### src/rtl/recirc_pkg.sv
// Shared definitions for the recirculator controller.
// Contents: lane/threshold width defaults, FSM state encoding, and a helper
// that turns a one-hot lane grant into its lane index.
package recirc_pkg;

    localparam int unsigned NLanesDefault = 4;
    localparam int unsigned UwDefault     = 3;

    typedef enum logic [2:0] {
        StReset  = 3'd0,
        StInit   = 3'd1,
        StIdle   = 3'd2,
        StActive = 3'd3,
        StError  = 3'd4
    } state_e;

    // One-hot (4 lanes) to lane index; zero input maps to 0.
    function automatic logic [1:0] onehot_to_idx(input logic [3:0] oh);
        logic [1:0] idx;
        idx = 2'd0;
        for (int i = 0; i < 4; i++) begin
            if (oh[i]) idx = 2'(i);
        end
        return idx;
    endfunction

endpackage

### src/rtl/rr_arbiter4.sv
// Four-lane round-robin arbiter (purely combinational).
// Ports:
//   req        - per-lane request (1 = lane has data)
//   last_grant - index of the lane granted most recently
//   grant      - one-hot grant of the first requesting lane searched from
//                (last_grant + 1) mod 4, or zero when nothing requests
module rr_arbiter4 (
    input  logic [3:0] req,
    input  logic [1:0] last_grant,
    output logic [3:0] grant
);

    always_comb begin
        logic [1:0] idx;
        logic       found;
        grant = 4'b0000;
        found = 1'b0;
        idx   = 2'd0;
        // The 2-bit add wraps, so i = 4 lands back on last_grant itself.
        for (int i = 1; i <= 4; i++) begin
            idx = last_grant + 2'(i);
            if (!found && req[idx]) begin
                grant[idx] = 1'b1;
                found      = 1'b1;
            end
        end
    end

endmodule

### src/rtl/recirc_ctrl.sv
// Recirculator controller: configures FIFO thresholds, then round-robins
// read strobes over the non-empty source lanes while no downstream FIFO is
// almost full. Any FIFO error parks the block in a sticky ERROR state.
// Ports:
//   clk_1, reset_L                  - clock, async active-low reset
//   init                            - request (re)configuration
//   umbral_low_in, umbral_high_in   - thresholds captured while in INIT
//   fifo_empty                      - per-lane source FIFO empty flags
//   fifo_almost_full                - per-lane downstream almost-full flags
//   fifo_error                      - per-lane overflow/underflow flags
//   pop                             - one-hot (or zero) source read strobe
//   selector_IDLE                   - 0 recirculate, 1 forward
//   umbral_low_out, umbral_high_out - latched thresholds
//   state                           - current FSM state
//   idle_out, active_out, error_out - registered state flags
module recirc_ctrl
    import recirc_pkg::*;
#(
    parameter int unsigned NLANES = NLanesDefault,
    parameter int unsigned UW     = UwDefault
) (
    input  logic              clk_1,
    input  logic              reset_L,
    input  logic              init,
    input  logic [UW-1:0]     umbral_low_in,
    input  logic [UW-1:0]     umbral_high_in,
    input  logic [NLANES-1:0] fifo_empty,
    input  logic [NLANES-1:0] fifo_almost_full,
    input  logic [NLANES-1:0] fifo_error,
    output logic [NLANES-1:0] pop,
    output logic              selector_IDLE,
    output logic [UW-1:0]     umbral_low_out,
    output logic [UW-1:0]     umbral_high_out,
    output logic [2:0]        state,
    output logic              idle_out,
    output logic              active_out,
    output logic              error_out
);

    state_e     state_q, state_d;
    logic [1:0] last_grant_q;
    logic [3:0] grant;
    logic       all_empty;
    logic       any_error;

    assign all_empty = &fifo_empty;
    assign any_error = |fifo_error;
    assign state     = state_q;

    rr_arbiter4 u_arb (
        .req        (~fifo_empty),
        .last_grant (last_grant_q),
        .grant      (grant)
    );

    // Combinational strobe; it follows state_q, so an async reset kills it
    // immediately without waiting for an edge.
    assign pop = (state_q == StActive && fifo_almost_full == '0) ? grant : '0;

    always_comb begin
        state_d = state_q;
        case (state_q)
            StReset: state_d = StInit;
            StInit: begin
                if (any_error)  state_d = StError;
                else if (!init) state_d = StIdle;
            end
            StIdle: begin
                if (any_error)       state_d = StError;
                else if (init)       state_d = StInit;
                else if (!all_empty) state_d = StActive;
            end
            StActive: begin
                if (any_error)      state_d = StError;
                else if (init)      state_d = StInit;
                else if (all_empty) state_d = StIdle;
            end
            StError: state_d = StError;
            default: state_d = StReset;
        endcase
    end

    // Flags decode the next state so they line up with state on every cycle.
    always_ff @(posedge clk_1 or negedge reset_L) begin
        if (!reset_L) begin
            state_q         <= StReset;
            selector_IDLE   <= 1'b0;
            umbral_low_out  <= '0;
            umbral_high_out <= '0;
            last_grant_q    <= 2'd3;
            idle_out        <= 1'b0;
            active_out      <= 1'b0;
            error_out       <= 1'b0;
        end else begin
            state_q       <= state_d;
            selector_IDLE <= (state_d == StActive);
            idle_out      <= (state_d == StIdle);
            active_out    <= (state_d == StActive);
            error_out     <= (state_d == StError);
            if (state_q == StInit) begin
                umbral_low_out  <= umbral_low_in;
                umbral_high_out <= umbral_high_in;
            end
            if (|pop) begin
                last_grant_q <= onehot_to_idx(pop);
            end
        end
    end

endmodule

### config.mk
export PLATFORM = sky130hd
export DESIGN_NAME = recirc_ctrl
export DESIGN_NICKNAME = d
export VERILOG_FILES = /design/src/rtl/recirc_pkg.sv /design/src/rtl/rr_arbiter4.sv /design/src/rtl/recirc_ctrl.sv
export SDC_FILE = /design/constraint.sdc
export NUM_CORES = 1
export LEC_CHECK = 0
export CORE_MARGIN = 4
export CORE_UTILIZATION = 46
export CTS_CLUSTER_SIZE = 10
export DETAILED_ROUTE_END_ITERATION = 8
export PLACE_DENSITY = 0.84
export SYNTH_ARGS = -nofsm -noshare
export SYNTH_HDL_FRONTEND = slang
export SYNTH_SLANG_ARGS = --single-unit
export TNS_END_PERCENT = 50
### constraint.sdc
create_clock -name clk_1 -period 7.55 [get_ports clk_1]
set_input_delay 1.1325 -clock clk_1 [delete_from_list [all_inputs] [get_ports clk_1]]
set_output_delay 1.1325 -clock clk_1 [all_outputs]
set_load 0.02 [all_outputs]
Word-level counts from Yosys, hierarchy flattened
Cells that the tools add are included.
{ "op_classes": {"addsub": 3, "order_cmp": 8, "eq_ne": 7, "n_mux": 36, "n_bitwise": 4, "reduce_logical": 16} }
{ "ops": {"columns": ["cell", "count"], "rows": [
  ["$mux 3", 8],
  ["$mux 4", 5],
  ["$pmux 3 s5", 1],
  ["$eq 3x2->1 const B", 4],
  ["$lt 2x3->1 const B", 4],
  ["$mux 1", 12],
  ["$or 4x4->4", 3],
  ["$bmux 1 s2", 4],
  ["$demux 1 s2", 4],
  ["$ge 2x1->1 const B", 4],
  ["$logic_and 1x1->1", 8],
  ["$reduce_or 4->1", 2],
  ["$eq 3x3->1 const B", 2],
  ["$add 2x2->2 const B", 2],
  ["$logic_not 4->1", 1],
  ["$mux 2", 2],
  ["$not 4->4", 1],
  ["$reduce_and 4->1", 1],
  ["$eq 3x1->1 const B", 1],
  ["$logic_not 1->1", 3],
  ["$logic_not 3->1", 1],
  ["$add 2x1->2 const B", 1]
]} }
{ "word_totals": {"ff_bits": 14, "in_bits": 21, "output_inout_bits": 17, "word_cells": 81} }

Longest topological paths before layout
Gate-level depths: netlist of run 1.
{ "logic_depth": {"depth_word": 17, "ltp_mapped": 9, "depth_no_buf": 8} }

By module
Synthesis of run 1 repeated with hierarchy kept, for this count alone.
{ "unflattened": {"cells_unflattened": 94, "area_unflattened_um2": 1002.2} }
{ "by_module_without_submodules": {"columns": ["mod", "n_inst", "cells_each", "area_each_um2"], "rows": [
  ["recirc_ctrl", 1, 56, 644.4],
  ["rr_arbiter4", 1, 38, 357.8]
]} }

Least setup slack after synthesis of run 1
Ideal clock, no wire load.
{ "synth_timing": {"kind": "reg2out", "from": "reg last_grant_q[0]", "to": "out pop[2]", "arrival_ns": 2.433, "path_slack_ns": 3.984, "path_stages_with_launch": 7, "path_cell_list": "dfstp_2 > buf_6 > inv_1 > ha_1 > mux4_2 > or2b_1 > a31oi_1"} }
{ "synth_via": {"elab_chain_cells": 14} }
{ "synth_lines": {"columns": ["element", "line_no", "rtl"], "rows": [
  ["start: declaration", "recirc_ctrl.sv:41", "logic [1:0] last_grant_q;"],
  ["start signal: assignment", "recirc_ctrl.sv:105", "last_grant_q <= onehot_to_idx(pop);"],
  ["branches (longest 12 deep; another with $lt 2x3->1)", null, null],
  ["$mux 4 (*)", "rr_arbiter4.sv:22", "if (!found && req[idx]) begin"],
  ["$mux 4 (*)", "recirc_ctrl.sv:58", "assign pop = (state_q == StActive && fifo_almost_full == '0) ? grant : '0;"],
  ["end: declaration", "recirc_ctrl.sv:30", "output logic [NLANES-1:0] pop,"]
]} }
Mark *: on every way between the ends. The select of a mux whose other input is x is not followed.

Final worst setup path of run 1
{ "layout_timing": {"from": "in fifo_empty[0]", "to": "out pop[2]"} }
{ "layout_via": {"elab_chain_cells": 14} }
{ "layout_lines": {"columns": ["element", "line_no", "rtl"], "rows": [
  ["start: declaration", "recirc_ctrl.sv:27", "input logic [NLANES-1:0] fifo_empty,"],
  ["$not 4->4 (*)", "recirc_ctrl.sv:51", ".req (~fifo_empty),"],
  ["$bmux 1 s2", "rr_arbiter4.sv:22", null],
  ["$mux 1 (not written as such)", "rr_arbiter4.sv:22", null],
  ["$mux 1", "rr_arbiter4.sv:22", null],
  ["$logic_not 1->1", "rr_arbiter4.sv:22", null],
  ["$logic_and 1x1->1", "rr_arbiter4.sv:22", null],
  ["$mux 1", "rr_arbiter4.sv:22", null],
  ["$logic_not 1->1", "rr_arbiter4.sv:22", null],
  ["$logic_and 1x1->1", "rr_arbiter4.sv:22", null],
  ["$mux 1", "rr_arbiter4.sv:22", null],
  ["$logic_not 1->1", "rr_arbiter4.sv:22", null],
  ["$logic_and 1x1->1", "rr_arbiter4.sv:22", null],
  ["$mux 4 (*)", "rr_arbiter4.sv:22", null],
  ["$mux 4 (*)", "recirc_ctrl.sv:58", null]
]} }
Every way passes the cells marked *; elsewhere a longest branch is shown, timed or not. The select of a mux whose other input is x is not followed.

==> results.md, run 1 <==
- Fin. max-slew vios: 0
- Sw frac: 34.8%
- Core Util, Final: 68.9%
- Post-CTS Resized: 0
- Worst-path fanout max: 10
- Number of top-level pins: 38
- Power Internal: 0.000204 W
- Vias in the first global route: 810
- Via count: 808
- Initial antenna violation count: 0
- Endpoint class of the critical path: output pin
- Final ANT Viol Nets: 0
- CTS tree: built
- Synth Instances: 87
- Number of buffers added for setup after CTS: 0
- Estimated wirelength of the detail-placed design: 1740 µm
- Setup Skew: 0.00341 ns
- Static leakage: 0.535 nW
- Inst Count DP: 148
- Critical Path Max Stage Delay: 0.67 ns
- Port bufs: 37
- Data arrival time of the worst path: 3.43 ns
- Clk buf depth: 2
- DRC viols: 0
- Die Area: 0.00284 mm²
- Worst Path Required: 6.42 ns
- Final TNS setup: 0 ns
- Num CTS Buffers: 3
- Max cap viols: 0
- Cell mode on critical path: clkdlybuf4s50_1
- R2r startpoint: last_grant_q[0]
- Worst Tran Pin Value: 0.580 ns
- Max Fclk: 0.219 GHz
- Post-Layout Cell Count: 152
- Slowest CP cell: clkdlybuf4s50_1
- Synthesized cell area: 945 µm²
- Wire length per cell: 14.3 µm
- Total gr overflow: 0
- PwrDens: 231 mW/mm²
- YS warnings: 0
- Buf+Inv Stages, Crit Path: 2
- Comb power frac: 48.6%
- Die height: 53.3 µm
- Setup Crit Path Kind: in2out
- Hold Startpoint: umbral_high_out[1]
- Hold endpoint: umbral_high_out[1]
- CP top delay family: buffers and inverters
- Final wirelength: 2180 µm
- Root buf cell: clkbuf_4
- Register-to-register setup slack: 4.65 ns
- Worst-path cell chain: clkdlybuf4s50_1 > mux4_2 > or2b_1 > a31oi_1 > clkdlybuf4s50_1
- Layout cells sized above 1: 15.2%
- Register Area: 353 µm²
- Drt pass-1 iters: 4
- DP Area: 0.00133 mm²
- RSZ-0062 raised after global routing: no
- Final #Nets: 153
- Die width: 53.3 µm
- Yosys cell types: 33
- Global Route Usage Sum: 17.9%
- Worst hold stages: 1
- Clk sinks: 14
- Clock power share: 13.6%
- Switching pwr: 0.000109 W
- Setup-failing EPs final: 0
- First-pass GRT wire length: 3610 µm
- Most frequent cells in the layout: clkdlybuf4s50_1 (37), dfrtp_1 (12), mux2_2 (8)
- Status: completed
- Minimum clock period: 4.56 ns
- Worst R2R End: last_grant_q[1]
- Total nets after synthesis: 114
- Worst vdd rail ir drop: 0.000205 V
- Largest net degree at the start of global routing: 15
- R2R depth: 7
- Tcrit/Tclk final: 60.4%
- CP Launch Type: primary input
- Layout Area Growth over Synthesis: 43.2%
- Area occupied by multi-input gates: 554 µm²
- Pre-CTS setup slack: 3.02 ns
- Synth top area share: 31.8%
- Hold Crit Class: reg2reg
- Sequential Power Share: 37.7%
- Biggest area consumer among synthesized cells: dfrtp_1
- Via density: 5.32
- Initial drt markers: 7
- Commonest non-fill, non-tap cell in the layout: clkdlybuf4s50_1
- Hold Buf Count CTS: 0
- Slew headroom: 61.2%
- Final instance area: 0.00135 mm²
- Sequential area share after synthesis: 37.4%
- H-tree depth: 1
- GP Congestion: 0.808
- Yosys reg bits: 14
- Initial core utilization: 48.2%
- Final hold violations: 0
- FILL cells: 167
- Core area: 0.00196 mm²
- Worst setup margin: 2.99 ns
- Antenna Diode Count: 0
- Ranking of synthesized cells by area: dfrtp_1 (32%), mux2_2 (9.5%), ha_1 (7.9%)
- Clock latency at the later pin of the worst-skew pair: 0.28 ns
- Syn Area/Cell: 10.9 µm²
- # rows: 16
- Clock Pin Slew Worst Setup and Hold Paths: 0.07 ns
## sequential cells by signal, summed over array words and instances, names as in the netlist
register         cells
umbral_low_out       3
last_grant_q         2
umbral_high_out      3
active_out           1
idle_out             1
state                3
error_out            1
## cell type report
cell class	count	share of cell area (%)
multi-input cells	66	41.0
well taps	27	2.50
flip-flops and latches	14	26.1
clock buffers	4	1.94
inverters	4	1.11
repair buffers	37	27.4
## logic make-up (layout without fill, tap and decap cells)
kind of cell             after synthesis  in the layout  synth area share, %
buffers and inverters                  7             45                 3.97
multiplexers                          13             13                 20.5
AO/OA/AOI/OAI                         16             16                 11.1
adder cells (fa/ha/maj)                6              6                 7.95
AND/OR/NAND/NOR                       31             31                 19.1
flip-flops                            14             14                 37.4
## Yosys cell counts
cell type  count
o211ai_1       1
mux4_1         1
a32oi_1        1
o21bai_1       1
mux2_2         8
and4b_2        1
buf_4          1
dfrtp_1       12
nand3b_1       2
or3_1          2
nand3_1        1
inv_1          4
or2b_1         2
o221ai_1       1
nand4b_1       1
nor2_1         3
a21oi_1        3
mux4_2         3
buf_6          1
a311oi_1       1
and3_1         3
mux2i_1        1
nor2b_1        4
nand2_1        6
dfstp_2        2
ha_1           6
clkbuf_1       1
o21ba_2        1
and2_2         1
nor3_1         3
o21ai_0        4
nor4_1         2
a31oi_1        3
## how the worst max path moves through the flow
stage,start,end,slack [ns],depth (start not counted)
after floorplan,last_grant_q[0],pop[2],3.98,6
after global placement,fifo_empty[2],pop[2],3.08,5
after detailed placement,fifo_empty[2],pop[2],3.02,5
after CTS,fifo_empty[3],pop[1],3.02,6
after global routing,fifo_empty[3],pop[0],2.88,6
final,fifo_empty[0],pop[2],2.99,5
## power by group through the flow
stage | sequential [W] | combinational (W) | clock, W
final | 0.000118 | 0.000152 | 0.0000426
after global routing | 0.000122 | 0.000162 | 0.0000478
after CTS | 0.000118 | 0.000154 | 0.0000457
after detailed placement | 0.000119 | 0.000154 | 0
after global placement | 0.000119 | 0.000151 | 0
after floorplan | 0.000147 | 0.0000500 | 0
## routing by layer
metal / part of all wire, % / GRT usage (%) / up-vias
met5: 0 / 0 / -
met4: 1.5 / 8.09 / 0
met3: 7.7 / 7.32 / 5
met2: 48 / 27.3 / 28
met1: 43 / 21.7 / 374
li1: - / - / 401
## worst register-to-register path, cell delays in order, from the launching register on
cell	delay [ns]
dfstp_2	0.64
inv_1	0.18
ha_1	0.41
mux4_2	0.62
and4b_2	0.31
a21oi_1	0.16
a21oi_1	0.12
or3_1	0.38
## stage by stage
step | hold slack [ns] | power, W
final | 0.508 | 0.000312
after CTS | 0.513 | 0.000318
after global routing | 0.532 | 0.000332
after floorplan | 0.636 | 0.000197
after detailed placement | 0.496 | 0.000273
after global placement | 0.489 | 0.000269
No activity file was read; power rests on OpenSTA's default activity.
==> inputs of run 2 (changes only) <==
Settings changed: CORE_UTILIZATION 46 to 42, PLACE_DENSITY 0.84 to 0.78.
Clock period 7.55 ns to 4.5 ns, I/O delays scaled along.
==> run 2 against run 1 <==
Effect of this change:
- clock power increased by 110%
- combinational power increased by 68%
- cell area increased by 0.74%
- power increased by 74%
- die area increased by 8.1%
- clock skew increased by 0.0022 ns
- worst setup slack got worse by 2.5 ns
- via count increased by 5.2%
- sequential power increased by 67%
- largest cell class unchanged
==> results.md, run 2 (synthesis gave the netlist of run 1 again) <==
- Final #Nets: 153
- Fin. max-slew vios: 0
- Layout cells sized above 1: 16.0%
- Worst vdd rail ir drop: 0.000368 V
- Largest net degree at the start of global routing: 15
- Max cap viols: 0
- Tcrit/Tclk final: 88.5%
- Pre-CTS setup slack: 0.849 ns
- Setup Crit Path Kind: reg2out
- Static leakage: 0.541 nW
- DRC viols: 0
- Hold Crit Class: reg2reg
- Setup Skew: 0.00562 ns
- GP Congestion: 0.859
- Critical Path Max Stage Delay: 0.66 ns
- Die width: 55.4 µm
- PwrDens: 398 mW/mm²
- Post-CTS Resized: 0
- Setup-failing EPs final: 0
- Wire length per cell: 14.8 µm
- Final TNS setup: 0 ns
- Max Fclk: 0.251 GHz
- Die Area: 0.00307 mm²
- GR peak layer: met2
- Clock latency at the later pin of the worst-skew pair: 0.29 ns
- RSZ-0062 raised after global routing: no
- Initial core utilization: 46.3%
- Met2 Usage GRT: 25.8%
- Clk sinks: 14
- Endpoint class of the critical path: output pin
- Layout Area Growth over Synthesis: 44.2%
- Slowest CP cell: clkdlybuf4s50_1
- Estimated wirelength of the detail-placed design: 1810 µm
- First-pass GRT wire length: 3730 µm
- CTS tree: built
- Via density: 5.59
- Total gr overflow: 0
- Final ANT Viol Nets: 0
- Root buf cell: clkbuf_4
- FILL cells: 174
- Drt pass-1 iters: 4
- Number of top-level pins: 38
- Clk buf depth: 2
- Global Route Usage Sum: 14.9%
- Worst Tran Pin Value: 0.599 ns
- Core area: 0.00204 mm²
- M3 GR Usage: 4.66%
- Commonest non-fill, non-tap cell in the layout: clkdlybuf4s50_1
- Data arrival time of the worst path: 3.31 ns
- Antenna Diode Count: 0
- Minimum clock period: 3.98 ns
- Num CTS Buffers: 3
- # rows: 16
- H-tree depth: 1
- Die height: 55.4 µm
- Status: completed
- Worst setup margin: 0.515 ns
- Port bufs: 37
- Slew headroom: 60.0%
- Initial antenna violation count: 0
- Met1 Use GR: 17.6%
- Worst Path Required: 3.83 ns
- Vias in the first global route: 864
- Final wirelength: 2250 µm
- Worst-path cell chain: inv_1 > ha_1 > mux4_2 > or2b_1 > a31oi_1 > clkdlybuf4s50_1
- Worst-path fanout max: 10
- Initial drt markers: 9
- Clock Pin Slew Worst Setup and Hold Paths: 0.08 ns
- Via count: 850
- Number of buffers added for setup after CTS: 0
- Hold Buf Count CTS: 0
- Most frequent cells in the layout: clkdlybuf4s50_1 (37), dfrtp_1 (12), mux2_2 (8)
- PnR Total Power: 0.000543 W
- Final hold violations: 0
- CP Launch Type: flop
[run 2: cell counts in the layout (fill, tap and decap cells not counted)]
No cell type changed its count.
[run 2: layout make-up]
type | instances | area, µm² | area share (%)
inverter | 4 | 15.0 | 1.10
timing repair buffer | 37 | 370 | 27.2
clock buffer | 4 | 36.3 | 2.66
tap | 27 | 33.8 | 2.48
sequential | 14 | 353 | 25.9
multi-input combinational | 66 | 554 | 40.7
[run 2: worst max-delay path: cells and delay by family (launching register included)]
family / cells / cell delay [ns]
buffers and inverters: 2 / 0.84
multiplexers: 1 / 0.62
AND/OR/NAND/NOR: 1 / 0.26
AO/OA/AOI/OAI: 1 / 0.27
flip-flops: 1 / 0.64
adder cells (fa/ha/maj): 1 / 0.40
[run 2: routing by layer]
layer | part of all wire, % | routed length, µm | vias up
met3 | 4.4 | 98 | 2
met1 | 45 | 1010 | 426
met2 | 50 | 1120 | 21
met4 | 1.1 | 25 | 0
li1 | - | - | 401
met5 | 0 | 0 | -
[run 2: final timing paths]
path                            slack (ns)  depth (start not counted)                 end               start
worst max-delay path                  0.52                          6              pop[2]     last_grant_q[0]
worst min-delay path                  0.51                          1  umbral_high_out[1]  umbral_high_out[1]
worst max register to register        1.64                          7     last_grant_q[1]     last_grant_q[0]
worst min register to register        0.51                          1  umbral_high_out[1]  umbral_high_out[1]
max in group asynchronous             3.35                          1            state[1]             reset_L
min in group asynchronous             0.76                          1  umbral_high_out[1]             reset_L
[run 2: metrics by stage]
step                utilization (%)  instance area, µm²  std cells  hold slack (ns)
global placement               65.0                1330        148            0.488
CTS                            66.7                1360        152            0.514
global route                   66.7                1360        152            0.542
floorplan                         -                 945         87            0.379
finish                         66.7                1360        152            0.509
detailed placement             65.0                1330        148            0.498
[run 2: where the power goes]
group          switching [W]  leakage (nW)  internal (W)
combinational       0.000116         0.351      0.000139
clock              0.0000412        0.0210     0.0000494
sequential         0.0000286         0.169      0.000168
total               0.000186         0.541      0.000357
==> inputs of run 3 (changes only) <==
--- a/constraint.sdc
+++ b/constraint.sdc
@@ -3,2 +3,2 @@
 set_output_delay 0.675 -clock clk_1 [all_outputs]
-set_load 0.02 [all_outputs]
+set_load 0.01 [all_outputs]
==> run 3 against run 2 <==
Effect of this change:
- sequential share of layout area rose by 0.19 points
- power decreased by 8.5%
- global-route usage grew 0.87 points
- clock skew down 0.0029 ns
- die area is the same
- final cell count unchanged
- core utilization fell by 0.49 points
- critical path depth is 1 higher
- clock-buffer cell count is the same
==> results.md, run 3 (synthesis gave the netlist of run 1 again) <==
- Clk buf depth: 2
- Slew headroom: 58.7%
- Commonest non-fill, non-tap cell in the layout: clkdlybuf4s50_1
- PwrDens: 367 mW/mm²
- Number of buffers added for setup after CTS: 0
- Worst hold stages: 1
- Static leakage: 0.535 nW
- Vias in the first global route: 828
- Fin. max-slew vios: 0
- Endpoint class of the critical path: output pin
- Die width: 55.4 µm
- R2R depth: 8
- Sequential Power Share: 39.8%
- Num CTS Buffers: 3
- Final wirelength: 2320 µm
- Clk sinks: 14
- Data arrival time of the worst path: 3.24 ns
- Layout cells sized above 1: 15.2%
- Comb power frac: 45.1%
- Via count: 830
- CTS tree: built
- Via density: 5.46
- Die height: 55.4 µm
- Setup Skew: 0.00276 ns
- Clock latency at the later pin of the worst-skew pair: 0.28 ns
- Clock Pin Slew Worst Setup and Hold Paths: 0.08 ns
- Largest net degree at the start of global routing: 15
- Critical Path Max Stage Delay: 0.64 ns
- Hold Crit Class: reg2reg
- Clock power share: 15.2%
- Setup-failing EPs final: 0
- Minimum clock period: 3.91 ns
- Initial drt markers: 16
- First-pass GRT wire length: 3730 µm
- Root buf cell: clkbuf_4
- Antenna Diode Count: 0
- # rows: 16
- Total gr overflow: 0
- Worst Tran Pin Value: 0.617 ns
- Setup Crit Path Kind: reg2out
- Max cap viols: 0
- Worst R2R End: last_grant_q[0]
- Final #Nets: 153
- Hold endpoint: umbral_high_out[1]
- Max Fclk: 0.256 GHz
- GP Congestion: 0.886
- Post-CTS Resized: 0
- Estimated wirelength of the detail-placed design: 1830 µm
- Layout Area Growth over Synthesis: 43.2%
- CP top delay family: buffers and inverters
- Core area: 0.00204 mm²
- H-tree depth: 1
- Buf+Inv Stages, Crit Path: 2
- Worst-path cell chain: inv_1 > ha_1 > mux4_2 > and4b_2 > a32oi_1 > a31oi_1 > clkdlybuf4s50_1
- Switching pwr: 0.000155 W
- Register-to-register setup slack: 1.65 ns
- Worst Path Required: 3.83 ns
- Number of top-level pins: 38
- Die Area: 0.00307 mm²
- Final TNS setup: 0 ns
- Global Route Usage Sum: 15.8%
- Sw frac: 31.3%
- Tcrit/Tclk final: 86.9%
- Hold Buf Count CTS: 0
- Initial antenna violation count: 0
- Worst setup margin: 0.590 ns
- Power Internal: 0.000342 W
- Final ANT Viol Nets: 0
- Drt pass-1 iters: 4
- Wire length per cell: 15.3 µm
- Port bufs: 37
- Worst vdd rail ir drop: 0.000361 V
- Area occupied by multi-input gates: 554 µm²
- Hold Startpoint: umbral_high_out[1]
- Register Area: 353 µm²
- Final hold violations: 0
- FILL cells: 174
- CP Launch Type: flop
- RSZ-0062 raised after global routing: no
- Status: completed
- Core Util, Final: 66.2%
- Most frequent cells in the layout: clkdlybuf4s50_1 (37), dfrtp_1 (12), mux2_2 (8)
- Slowest CP cell: dfstp_2
- Worst-path fanout max: 10
- R2r startpoint: last_grant_q[0]
- Initial core utilization: 46.3%
- Pre-CTS setup slack: 0.911 ns
- DRC viols: 0
## run 3: cell counts in the layout (fill, tap and decap cells not counted)
Identical to the previous run, type by type.
## run 3: layout make-up
cell class | instances | share of cell area [%]
well taps | 27 | 2.50
inverters | 4 | 1.11
clock buffers | 4 | 1.94
repair buffers | 37 | 27.4
flip-flops and latches | 14 | 26.1
multi-input cells | 66 | 41.0
## run 3: through the flow
step / std cells / hold slack, ns / instance area [µm²] / total power, W
after floorplan: 87 / 0.379 / 945 / 0.000300
after global placement: 148 / 0.488 / 1330 / 0.000420
after detailed placement: 148 / 0.498 / 1330 / 0.000427
after CTS: 152 / 0.513 / 1350 / 0.000505
after global routing: 152 / 0.535 / 1350 / 0.000529
final: 152 / 0.509 / 1350 / 0.000497
## run 3: power groups by stage
stage	Clock (W)	Sequential [W]	Combinational, W
4_1_cts	0.0000790	0.000198	0.000228
3_3_place_gp	0	0.000198	0.000221
3_5_place_dp	0	0.000200	0.000227
2_1_floorplan	0	0.000216	0.0000841
5_1_grt	0.0000855	0.000205	0.000238
6_report	0.0000753	0.000198	0.000224
## run 3: how the worst max path moves through the flow
stage / from / end / cells past startpoint
4_1_cts: last_grant_q[0] / pop[1] / 7
6_report: last_grant_q[0] / pop[1] / 7
2_1_floorplan: last_grant_q[0] / pop[1] / 7
3_5_place_dp: last_grant_q[0] / pop[1] / 7
5_1_grt: last_grant_q[0] / pop[1] / 7
3_3_place_gp: fifo_empty[3] / pop[0] / 6
## run 3: metal layers
layer / track usage (%) / vias to the layer above / wire [µm]
met5: 0 / - / 0
li1: - / 404 / -
met1: 17.8 / 392 / 985
met4: 9.38 / 0 / 59
met2: 25.0 / 28 / 1130
met3: 6.29 / 6 / 142
